[config.mk]
export PLATFORM = sky130hd
export DESIGN_NAME = shift_seq_ctrl_flat
export DESIGN_NICKNAME = d
export VERILOG_FILES = /design/src/rtl/shift_seq_ctrl_pkg.sv /design/src/rtl/shift_seq_ctrl_if.sv /design/src/rtl/shift_dncnt.sv /design/src/rtl/shift_seq_ctrl.sv /design/src/flat_wrapper.sv
export SDC_FILE = /design/constraint.sdc
export NUM_CORES = 1
export LEC_CHECK = 0
export ABC_AREA = 1
export CORE_ASPECT_RATIO = 0.8
export CORE_UTILIZATION = 35
export DETAILED_ROUTE_END_ITERATION = 8
export PLACE_DENSITY = 0.63
export SLEW_MARGIN = 15
export SYNTH_ARGS = -nofsm -noshare
export SYNTH_HDL_FRONTEND = slang
export SYNTH_SLANG_ARGS = --single-unit
[constraint.sdc]
create_clock -name clk -period 3.85 [get_ports clk]
set_clock_uncertainty 0.15 [all_clocks]
set_input_delay 0.77 -clock clk [delete_from_list [all_inputs] [get_ports clk]]
set_output_delay 0.77 -clock clk [all_outputs]
set_load 0.01 [all_outputs]
[src/rtl/shift_seq_ctrl_pkg.sv]
// Shared definitions for the shift-register sequencer: sel pin encodings,
// FSM states and default widths.
package shift_seq_ctrl_pkg;

    localparam int DATA_W    = 4;
    localparam int CNT_WIDTH = 3;

    typedef enum logic [1:0] {
        SEL_HOLD = 2'b00,
        SEL_SHR  = 2'b01,
        SEL_SHL  = 2'b10,
        SEL_LOAD = 2'b11
    } sel_e;

    typedef enum logic [1:0] {
        ST_IDLE  = 2'b00,
        ST_LOAD  = 2'b01,
        ST_SHIFT = 2'b10,
        ST_DONE  = 2'b11
    } state_e;

endpackage

[src/rtl/shift_seq_ctrl_if.sv]
// Job request channel: one word, direction and shift count per valid/ready handshake.
interface shift_seq_ctrl_if #(
    parameter int W     = 4,
    parameter int CNT_W = 3
);
    logic             valid;
    logic [W-1:0]     data;
    logic             dir;
    logic [CNT_W-1:0] n;
    logic             ready;

    modport master (output valid, data, dir, n, input ready);
    modport slave  (input valid, data, dir, n, output ready);
endinterface

[src/rtl/shift_dncnt.sv]
// Loadable down-counter tracking remaining shifts; stops at zero.
module shift_dncnt #(
    parameter int CNT_W = 3
) (
    input  logic             clk,
    input  logic             rst_n,
    input  logic             ld_i,
    input  logic             en_i,
    input  logic [CNT_W-1:0] val_i,
    output logic [CNT_W-1:0] cnt_o,
    output logic             zero_o
);
    logic [CNT_W-1:0] cnt_q;

    always_ff @(posedge clk or negedge rst_n) begin
        if (!rst_n)                cnt_q <= '0;
        else if (ld_i)             cnt_q <= val_i;
        else if (en_i && !zero_o)  cnt_q <= cnt_q - CNT_W'(1);
    end

    assign cnt_o  = cnt_q;
    assign zero_o = (cnt_q == '0);
endmodule

[src/rtl/shift_seq_ctrl.sv]
// Sequencer for a universal shift register: one load cycle, n_eff shift cycles,
// one done cycle. All outputs are registered from the next-state decode.
module shift_seq_ctrl
    import shift_seq_ctrl_pkg::*;
#(
    parameter int W     = DATA_W,
    parameter int CNT_W = CNT_WIDTH
) (
    input  logic            clk,
    input  logic            rst_n,
    shift_seq_ctrl_if.slave job,
    input  logic            stall_i,
    output logic [1:0]      sel_o,
    output logic [W-1:0]    I_o,
    output logic            busy_o,
    output logic            done_o
);
    state_e           state_q, state_d;
    sel_e             sel_q, sel_d;
    logic [W-1:0]     data_q, data_d;
    logic             dir_q, dir_d;
    logic [CNT_W-1:0] neff_q, neff_d;
    logic             ready_q, ready_d;
    logic             busy_q, busy_d;
    logic             done_q, done_d;
    logic             cnt_ld, cnt_en, cnt_zero, shifting;
    logic [CNT_W-1:0] cnt;

    shift_dncnt #(.CNT_W(CNT_W)) u_cnt (
        .clk    (clk),
        .rst_n  (rst_n),
        .ld_i   (cnt_ld),
        .en_i   (cnt_en),
        .val_i  (neff_q),
        .cnt_o  (cnt),
        .zero_o (cnt_zero)
    );

    // The register shifts on an edge only when it currently sees a shift sel.
    assign shifting = (state_q == ST_SHIFT) && (sel_q != SEL_HOLD);

    always_comb begin
        state_d = state_q;
        data_d  = data_q;
        dir_d   = dir_q;
        neff_d  = neff_q;
        cnt_ld  = 1'b0;
        cnt_en  = 1'b0;
        sel_d   = SEL_HOLD;
        ready_d = 1'b0;
        busy_d  = 1'b1;
        done_d  = 1'b0;

        case (state_q)
            ST_IDLE: if (job.valid) begin
                data_d  = job.data;
                dir_d   = job.dir;
                neff_d  = (int'(job.n) > W) ? CNT_W'(W) : job.n;
                state_d = ST_LOAD;
            end
            ST_LOAD: begin
                if (neff_q != '0) begin
                    cnt_ld  = 1'b1;
                    state_d = ST_SHIFT;
                end else begin
                    state_d = ST_DONE;
                end
            end
            ST_SHIFT: begin
                cnt_en = shifting;
                if (cnt_zero || (shifting && cnt == CNT_W'(1))) state_d = ST_DONE;
            end
            default: state_d = ST_IDLE;
        endcase

        case (state_d)
            ST_IDLE:  begin ready_d = 1'b1; busy_d = 1'b0; end
            ST_LOAD:  sel_d = SEL_LOAD;
            // First shift cycle after LOAD always shifts; stall only acts inside SHIFT.
            ST_SHIFT: sel_d = (state_q == ST_SHIFT && stall_i) ? SEL_HOLD
                                                                 : (dir_d ? SEL_SHL : SEL_SHR);
            default:  done_d = 1'b1;
        endcase
    end

    always_ff @(posedge clk or negedge rst_n) begin
        if (!rst_n) begin
            state_q <= ST_IDLE;
            sel_q   <= SEL_HOLD;
            data_q  <= '0;
            dir_q   <= 1'b0;
            neff_q  <= '0;
            ready_q <= 1'b1;
            busy_q  <= 1'b0;
            done_q  <= 1'b0;
        end else begin
            state_q <= state_d;
            sel_q   <= sel_d;
            data_q  <= data_d;
            dir_q   <= dir_d;
            neff_q  <= neff_d;
            ready_q <= ready_d;
            busy_q  <= busy_d;
            done_q  <= done_d;
        end
    end

    assign job.ready = ready_q;
    assign sel_o     = sel_q;
    assign I_o       = data_q;
    assign busy_o    = busy_q;
    assign done_o    = done_q;
endmodule
[src/flat_wrapper.sv]
// flat-port wrapper written by rule: the top's interface ports become plain ports
module shift_seq_ctrl_flat import shift_seq_ctrl_pkg::*;
#(
    parameter int W     = DATA_W,
    parameter int CNT_W = CNT_WIDTH
)
  (clk, rst_n, stall_i, sel_o, I_o, busy_o, done_o, job_valid, job_data, job_dir, job_n, job_ready);
  shift_seq_ctrl_if #(.W(W), .CNT_W(CNT_W)) job_i ();
  input  logic clk;
  input  logic rst_n;
  input  logic stall_i;
  output logic [1:0] sel_o;
  output logic [W-1:0] I_o;
  output logic busy_o;
  output logic done_o;
  input wire logic [$bits(job_i.valid)-1:0] job_valid;
  input wire logic [$bits(job_i.data)-1:0] job_data;
  input wire logic [$bits(job_i.dir)-1:0] job_dir;
  input wire logic [$bits(job_i.n)-1:0] job_n;
  output wire logic [$bits(job_i.ready)-1:0] job_ready;
  assign job_i.valid = job_valid;
  assign job_i.data = job_data;
  assign job_i.dir = job_dir;
  assign job_i.n = job_n;
  assign job_ready = job_i.ready;
  shift_seq_ctrl #(.W(W), .CNT_W(CNT_W)) u_core (.clk(clk), .rst_n(rst_n), .job(job_i), .stall_i(stall_i), .sel_o(sel_o), .I_o(I_o), .busy_o(busy_o), .done_o(done_o));
endmodule
* Word-level counts from Yosys, hierarchy flattened
Cells that the tools add are included.
** Operators by class
- Multiplexer cells :: 18
- Eq/ne operators :: 5
- $add $sub $neg :: 1
- $mul :: 0
- Bitwise logic cells :: 0
- Shift-type cells :: 0
- Reduce and logical (&&, ||, !) cells :: 14
- Magnitude comparators :: 1
- Div/mod/pow operators :: 0
** Operator list (number)
- 1-bit 2-to-1 mux :: 9
- 3-bit 2-to-1 mux :: 3
- 2-bit 2-to-1 mux :: 4
- 2-bit one-hot mux with 3 select lines :: 1
- 2-bit by 1-bit equality test with 1-bit output, second input constant :: 2
- 2-bit equality test, second input constant :: 2
- 1-bit logical AND :: 4
- 2-bit zero test :: 2
- 2-bit one-hot mux with 2 select lines :: 1
- 2-bit nonzero test :: 2
- 3-bit by 1-bit equality test with 1-bit output, second input constant :: 1
- 3-bit greater-than comparator, second input constant :: 1
- 3-bit zero test :: 1
- 3-bit nonzero test :: 1
- 3-bit OR reduction :: 1
- 3-bit by 1-bit subtractor with 3-bit output, second input constant :: 1
- 2-bit AND reduction :: 1
- 1-bit zero test :: 1
- 1-bit logical OR :: 1
** Word-level totals
- Register bits after elaboration :: 18
- Input bits :: 12
- Latch bits :: 0
- Bits in writable memories :: 0
- Memories :: 0
- Word-level logic and storage cells :: 48
- ROM bits :: 0
- Output and inout port bits :: 9

* Logic depth before layout (Yosys ltp)
Gate-level depths: netlist of run 1.
- Depth after elaboration :: 9
- Gate-level depth with buffers :: 11
- Depth with buffers taken out :: 11

* Hierarchy
Synthesis of run 1 repeated with hierarchy kept, for this count alone.
** Unflattened totals
- Cell total of the unflattened synthesis :: 99
- Area, all modules :: 929.6 µm²
** Modules (own cells, without submodules)
- shift_seq_ctrl :: cells an instance 72, area an instance 737.0 µm², times used 1, sequential area each 376.6 µm²
- shift_dncnt :: cells an instance 27, area an instance 192.7 µm², times used 1, sequential area each 75.1 µm²

* Worst setup path after synthesis of run 1
Ideal clock, no wire load.
- Kind :: input-to-reg
- Start point :: input job_valid
- End point :: register u_core.sel_q[0], in the netlist u_core.sel_o[0]
- Stages on the path :: 7
- Path slack :: 1958 ps
- Setup time :: 77 ps
- Arrival :: 1664 ps
- Cells stage by stage :: nand2_4 nand3_1 o21bai_1 ha_1 a21boi_4 nand3_1 a21oi_1
** On the way
- Word-level cells in the longest chain between the ends :: 5
- Elaborated cells on any way between the ends :: 9
- Those cells by class :: eq/ne: 2; mux: 7
** RTL lines
- start: declaration :: line flat_wrapper.sv:16 : input wire logic [$bits(job_i.valid)-1:0] job_valid;
- 1-bit 2-to-1 mux :: line shift_seq_ctrl.sv:55 : ST_IDLE: if (job.valid) begin
- 1-bit 2-to-1 mux :: line shift_seq_ctrl.sv:54 : case (state_q)
- 2-bit 2-to-1 mux :: line shift_seq_ctrl.sv:81 : : (dir_d ? SEL_SHL : SEL_SHR);
- 2-bit 2-to-1 mux :: line shift_seq_ctrl.sv:80 : ST_SHIFT: sel_d = (state_q == ST_SHIFT && stall_i) ? SEL_HOLD
- 2-bit one-hot mux with 2 select lines (*) :: line shift_seq_ctrl.sv:76 : case (state_d)
- named net u_core.sel_d[0] :: line shift_seq_ctrl.sv:19 : sel_e sel_q, sel_d;
- end signal: assignment :: line shift_seq_ctrl.sv:98 : sel_q <= sel_d;
- end: declaration :: line shift_seq_ctrl.sv:19
The timed path passes the listed nets; every way through them passes the cells marked *.
A chain may end at the register's enable or synchronous reset.

* Final worst setup path of run 1
- Start point :: register u_core.ready_q, in the netlist u_core.job.ready
- End point :: output job_ready
** RTL lines
- start: declaration :: line shift_seq_ctrl.sv:23 : logic ready_q, ready_d;
- start signal: assignment :: line shift_seq_ctrl.sv:102 : ready_q <= ready_d;
- end: declaration :: line flat_wrapper.sv:20 : output wire logic [$bits(job_i.ready)-1:0] job_ready;
No word-level cell between the ends.

==> flow_summary.toml, run 1 <==
[placement]
routabilityCongestion = 0.7174
place_hpwl_um = 1461
port_buffers = 20
place_ws_ns = 1.316

[clock_tree]
cts.repair.resized = 0
insertion_delay_ns = 0.29
clkTransAtPathRegs_ns = 0.10
cts_setup_buffers = 0
cts_root_buf = "clkbuf_4"
cts_tree = "done"
cts.sinks = 18
cts_max_path_buffers = 2
cts.htree.levels = 1
cts_hold_buf = 0
cts_buffers = 3

[critical_path]
crit_path_start = "u_core.job.ready"
cp-endpoint = "job_ready"
cp_max_fo = 1
crit_chain = "clkdlybuf4s50_1"
crit-reg2reg-launch = "u_core.state_q[0]"
required_ns = 2.93
crit_slowest_cell = "dfstp_2"
end_kind = "output pin"
path_depth = 1
reg2reg_to = "u_core.sel_o[0]"
crit_buf_inv = 1
crit_type = "reg -> out"
regToRegSetupSlack_ns = 1.77
critical_path.max_stage_delay_ns = 0.53
crit_path_start_kind = "flop"
critical_path_arrival_ns = 1.34
cpLargestDelayFamily = "flip-flops"
reg2reg_depth = 9

[floorplan]
initial_utilization = 0.3848
core.rowCount = 16
core-area_sq_um = 2562
io_pins = 21
die_w_um = 61.34
die_h_um = 49.47
die-area_sq_um = 3034

[detailed_routing]
dr.pass1.iters = 4
vias = 743
viasPerCell = 4.449
wl_um = 1818
drt_iter0_drc = 37
ant_nets = 0
avgRoutedWirePerCell_um = 10.89
drc_errors = 0

[synthesis]
synthMuxAreaShare = 0
ys_ff_latch = 18
syn_area_per_cell_sq_um = 9.214
synth_top_family_by_area = "simple AND/OR/NAND/NOR gates"
netlist_area_sq_um = 985.9
ys_types = 22
synth_fp_nets = 130
ys_seq_area_frac = 0.4581
synth_fa_ha_area_frac = 0.1396
yosys.area_share.simple = 0.2449
synth_xor_area_frac = 0.008883
ys_warn_count = 0
synth_compound_area_frac = 0.07487
synth_cells = 107

[sta]
slew_violations = 0
fin_tns_setup_ns = 0
rsz0062_at_grt = "no"
finalCriticalPeriod_ns = 2.261
relSlewSlack = 0.4636
worst_slack_ns = 1.589
hold_viol = 0
clock.fmax_ghz = 0.4422
setup_viol = 0
fin_crit_sh = 0.5874
worstMarginPinSlew_ns = 0.8021

[global_route]
grt_antenna_before_repair = 0
grt_pass1_wl_um = 3284
grtUsageTotal = 0.1472
grt_overflow = 0
grt_pass1_vias = 754
grt_max_degree = 19

[pwr]
power-per-cell-area_nw_per_um2 = 799.6
finalPower_w = 0.001005
total_leakage_power_nw = 0.6372
peakVddDrop_uv = 352.9

[final_layout]
final_cell_mix = "25 x nand2_1, 20 x clkdlybuf4s50_1, 17 x dfrtp_1"
drive_gt1_frac = 0.1374
areaGrowthSynthToFinish_pct = 27.54
diodes = 0
layout_commonest_cell = "nand2_1"
fin_nets = 155
nFillCells = 261

[run]
maxCapViolations = 0

[hold_path]
hold_class = "reg -> reg"

[outcome]
outcome = "finished clean"
-- cells by family after synthesis --
logic type,Yosys count
fa+ha+maj,11
buf+inv,18
xor+xnor,1
flops,18
simple gates,51
compound gates,8
-- sequential cells by signal, summed over array words and instances (netlist names) --
signal              flops
u_core.I_o              4
u_core.dir_q            1
u_core.u_cnt.cnt_o      3
u_core.done_o           1
u_core.sel_o            2
u_core.job.ready        1
u_core.busy_o           1
u_core.neff_q           3
u_core.state_q          2
-- power by group --
part           switching, W  internal, W  leakage [nW]
clock network     0.0000586    0.0000403        0.0150
logic              0.000318     0.000257         0.400
registers         0.0000505     0.000281         0.222
total              0.000427     0.000578         0.637
-- cell type report --
cell class	instances	area [sq um]	area share
tap	36	45.04	0.03582
inverter	18	72.57	0.05771
multi-input combinational	71	461.7	0.3672
sequential	18	451.7	0.3592
clock buffer	4	26.28	0.02090
timing repair buffer	20	200.2	0.1592
-- cells in the mapped netlist --
master | number | area, sq um
xor2_1 | 1 | 8.760
a21oi_1 | 1 | 5.000
a21boi_4 | 1 | 18.77
o21bai_1 | 1 | 7.510
o21ai_0 | 1 | 5.000
nor2_1 | 4 | 15.01
dfstp_2 | 1 | 26.28
or2_4 | 1 | 8.760
inv_1 | 16 | 60.06
o21a_1 | 1 | 7.510
nand2_2 | 4 | 25.02
o21ai_2 | 1 | 8.760
clkinv_4 | 1 | 8.760
ha_1 | 11 | 137.6
dfrtp_1 | 17 | 425.4
nand2_4 | 2 | 22.52
nand3_1 | 14 | 70.07
nand2_1 | 25 | 93.84
inv_2 | 1 | 3.750
nor2_2 | 1 | 6.260
a21oi_2 | 1 | 8.760
o22ai_2 | 1 | 12.51
-- worst reg2reg max path, delay by kind of cell (launching register included) --
family / cells / cell delay, ns
AOI/OAI and AO/OA: 4 / 0.70
adders and majority gates: 2 / 0.48
buffers and inverters: 1 / 0.08
DFF: 1 / 0.40
and+or+nand+nor: 2 / 0.19
-- worst min path at each step --
stage | start | to | slack [ns] | cells after the start
floorplan | rst_n | u_core.I_o[0] | 0.32 | 0
global placement | u_core.I_o[1] | u_core.I_o[1] | 0.33 | 2
detailed placement | u_core.I_o[2] | u_core.I_o[2] | 0.32 | 2
CTS | u_core.I_o[1] | u_core.I_o[1] | 0.35 | 2
global route | u_core.I_o[0] | u_core.I_o[0] | 0.37 | 2
finish | u_core.I_o[1] | u_core.I_o[1] | 0.35 | 2
-- stage by stage --
step           hold slack [ns]    util  instances  instance area [sq um]
6_report                0.3466  0.4907        167                   1257
5_1_grt                 0.3740  0.4907        167                   1257
4_1_cts                 0.3521  0.4907        167                   1257
3_5_place_dp            0.3199  0.4805        163                   1231
3_3_place_gp            0.3261  0.4805        163                   1231
2_1_floorplan           0.3244       -        107                  985.9
-- metal layers --
metal	global-route usage	up-vias	part of all wire
met5	0	-	0
met4	0.02222	0	0
met3	0.05249	0	0.050
met2	0.2391	16	0.48
met1	0.1913	344	0.47
li1	-	383	-
(Power assumes the default switching activity.)
==> run 2: changes to the inputs <==
Clock period 3.85 ns to 2.1 ns, I/O delays scaled along.
==> run 2 against run 1 <==
Critical path depth is 8 higher. Largest power group unchanged. Cell area is 4.0% higher. Count of clock-buffer cells in the layout stayed put. Setup slack worse by 1.4 ns. Critical endpoint is now u_core.sel_o[0]. Sequential power is 84% higher. Global-route usage is 0.35 points lower. Critical path type is now reg -> reg. Sequential share of layout area is 1.4 points lower.
==> flow_summary.toml, run 2 (same netlist as run 1, synthesis figures left out) <==
[final_layout]
finalInstanceArea_sq_um = 1308
fin_nets = 160
diodes = 0
nFillCells = 269
layout_commonest_cell = "nand2_1"
areaGrowthSynthToFinish_pct = 32.61
final_cell_mix = "25 x nand2_1, 20 x clkdlybuf4s50_1, 17 x dfrtp_1"
utilization = 0.5103
largest_register_ffs = 4
drive_gt1_frac = 0.1838

[pwr]
netSwitchingFraction = 0.4085
switching_power_w = 0.0008006
intPower_w = 0.001159
total_leakage_power_nw = 0.6655
power-per-cell-area_nw_per_um2 = 1499
peakVddDrop_uv = 656.8
p_comb_frac = 0.578
pwr-share-seq = 0.311
p_clk_frac = 0.111

[sta]
setup_viol = 0
fin_tns_setup_ns = 0
worstMarginPinSlew_ns = 0.2334
fin_crit_sh = 0.9208
clock.fmax_ghz = 0.5172
finalCriticalPeriod_ns = 1.934
slew_violations = 0
relSlewSlack = 0.8444
rsz0062_at_grt = "no"
hold_viol = 0

[clock_tree]
clkTransAtPathRegs_ns = 0.11
cts_hold_buf = 0
cts.htree.levels = 1
cts.sinks = 18
insertion_delay_ns = 0.30
cts_buffers = 3
cts_root_buf = "clkbuf_4"
cts_tree = "done"
cts_max_path_buffers = 2

[critical_path]
end_kind = "flop"
path_depth = 9
cp_max_fo = 4
crit_chain = "inv_1 > ha_1 > o21ai_1 > nand3_1 > o21bai_1 > ha_1 > a21boi_4 > nand3_1 > a21oi_1"
required_ns = 2.17
reg2reg_depth = 9
crit_buf_inv = 1
crit_path_start = "u_core.state_q[0]"
cpLargestDelayFamily = "compound AO/OA/AOI/OAI gates"
reg2reg_to = "u_core.sel_o[0]"
regToRegSetupSlack_ns = 0.17
crit_slowest_cell = "dfrtp_1"
critical_path_arrival_ns = 2.01
critical_path.max_stage_delay_ns = 0.41
crit_path_start_kind = "flop"
crit_type = "reg -> reg"
crit-reg2reg-launch = "u_core.state_q[0]"

[floorplan]
core.rowCount = 16
io_pins = 21
initial_utilization = 0.3848
die-area_sq_um = 3034
die_h_um = 49.47
core-area_sq_um = 2562
die_w_um = 61.34

[placement]
place_hpwl_um = 1407
routabilityCongestion = 0.7264
port_buffers = 20
placed_area_sq_um = 1261

[hold_path]
hold_class = "in -> async"

[global_route]
grt_pass1_vias = 765
grt_overflow = 0
grtUsageTotal = 0.1437
grt_antenna_before_repair = 0
grt_max_degree = 19
grt_pass1_wl_um = 3229

[detailed_routing]
drc_errors = 0
ant_nets = 0
vias = 772
wl_um = 1817
avgRoutedWirePerCell_um = 10.56
viasPerCell = 4.488
dr.pass1.iters = 4
drt_iter0_drc = 50

[run]
maxCapViolations = 0

[outcome]
outcome = "finished clean"
## run 2: worst register-to-register path, cell delays in order, from the launching register on
cell and delay (ns):
dfrtp_1 0.41, inv_1 0.08, ha_1 0.24, o21ai_1 0.13, nand3_1 0.10, o21bai_1 0.19
ha_1 0.18, a21boi_4 0.18, nand3_1 0.08, a21oi_1 0.12
## run 2: cell type report
class	instances	area [sq um]	area share
repair buffers	25	237.7	0.1818
clock buffers	4	36.28	0.02775
flip-flops and latches	18	451.7	0.3455
multi-input cells	71	464.2	0.3550
inverters	18	72.57	0.05550
well taps	36	45.04	0.03445
## run 2: stage by stage
stage / instances / power, W / setup WS (ns) / hold slack [ns]
floorplan: 107 / 0.001340 / 0.2235 / -0.02559
global placement: 167 / 0.001691 / 0.07124 / 0.3190
detailed placement: 167 / 0.001714 / 0.01310 / 0.3180
CTS: 171 / 0.001949 / 0.02233 / 0.2880
global route: 172 / 0.002133 / 0.02053 / 0.3139
finish: 172 / 0.001960 / 0.1664 / 0.2921
## run 2: what timing repair did
item,4_1_cts,5_1_grt
endpoints found under the setup margin,0,2
buffers inserted,0,1
resized for setup,0,2
## run 2: routing by layer
metal,up-vias,routed length [um],global-route usage
met4,0,0,0.03333
met1,367,933,0.2061
met5,-,0,0
met2,17,810,0.2156
met3,0,73,0.03937
li1,388,-,-
## run 2: worst max path at each step
stage | to | slack (ns)
floorplan | u_core.sel_o[0] | 0.22
global placement | u_core.sel_o[0] | 0.07
detailed placement | u_core.sel_o[0] | 0.01
CTS | u_core.sel_o[0] | 0.02
global route | u_core.sel_o[0] | 0.02
finish | u_core.sel_o[0] | 0.17
## run 2: power groups by stage
stage	Combinational, W	Sequential (W)	Clock, W
after floorplan	0.000701	0.000639	0
after global placement	0.00108	0.000615	0
after detailed placement	0.00110	0.000614	0
after CTS	0.00111	0.000611	0.000228
after global routing	0.00127	0.000632	0.000235
final	0.00113	0.000610	0.000217
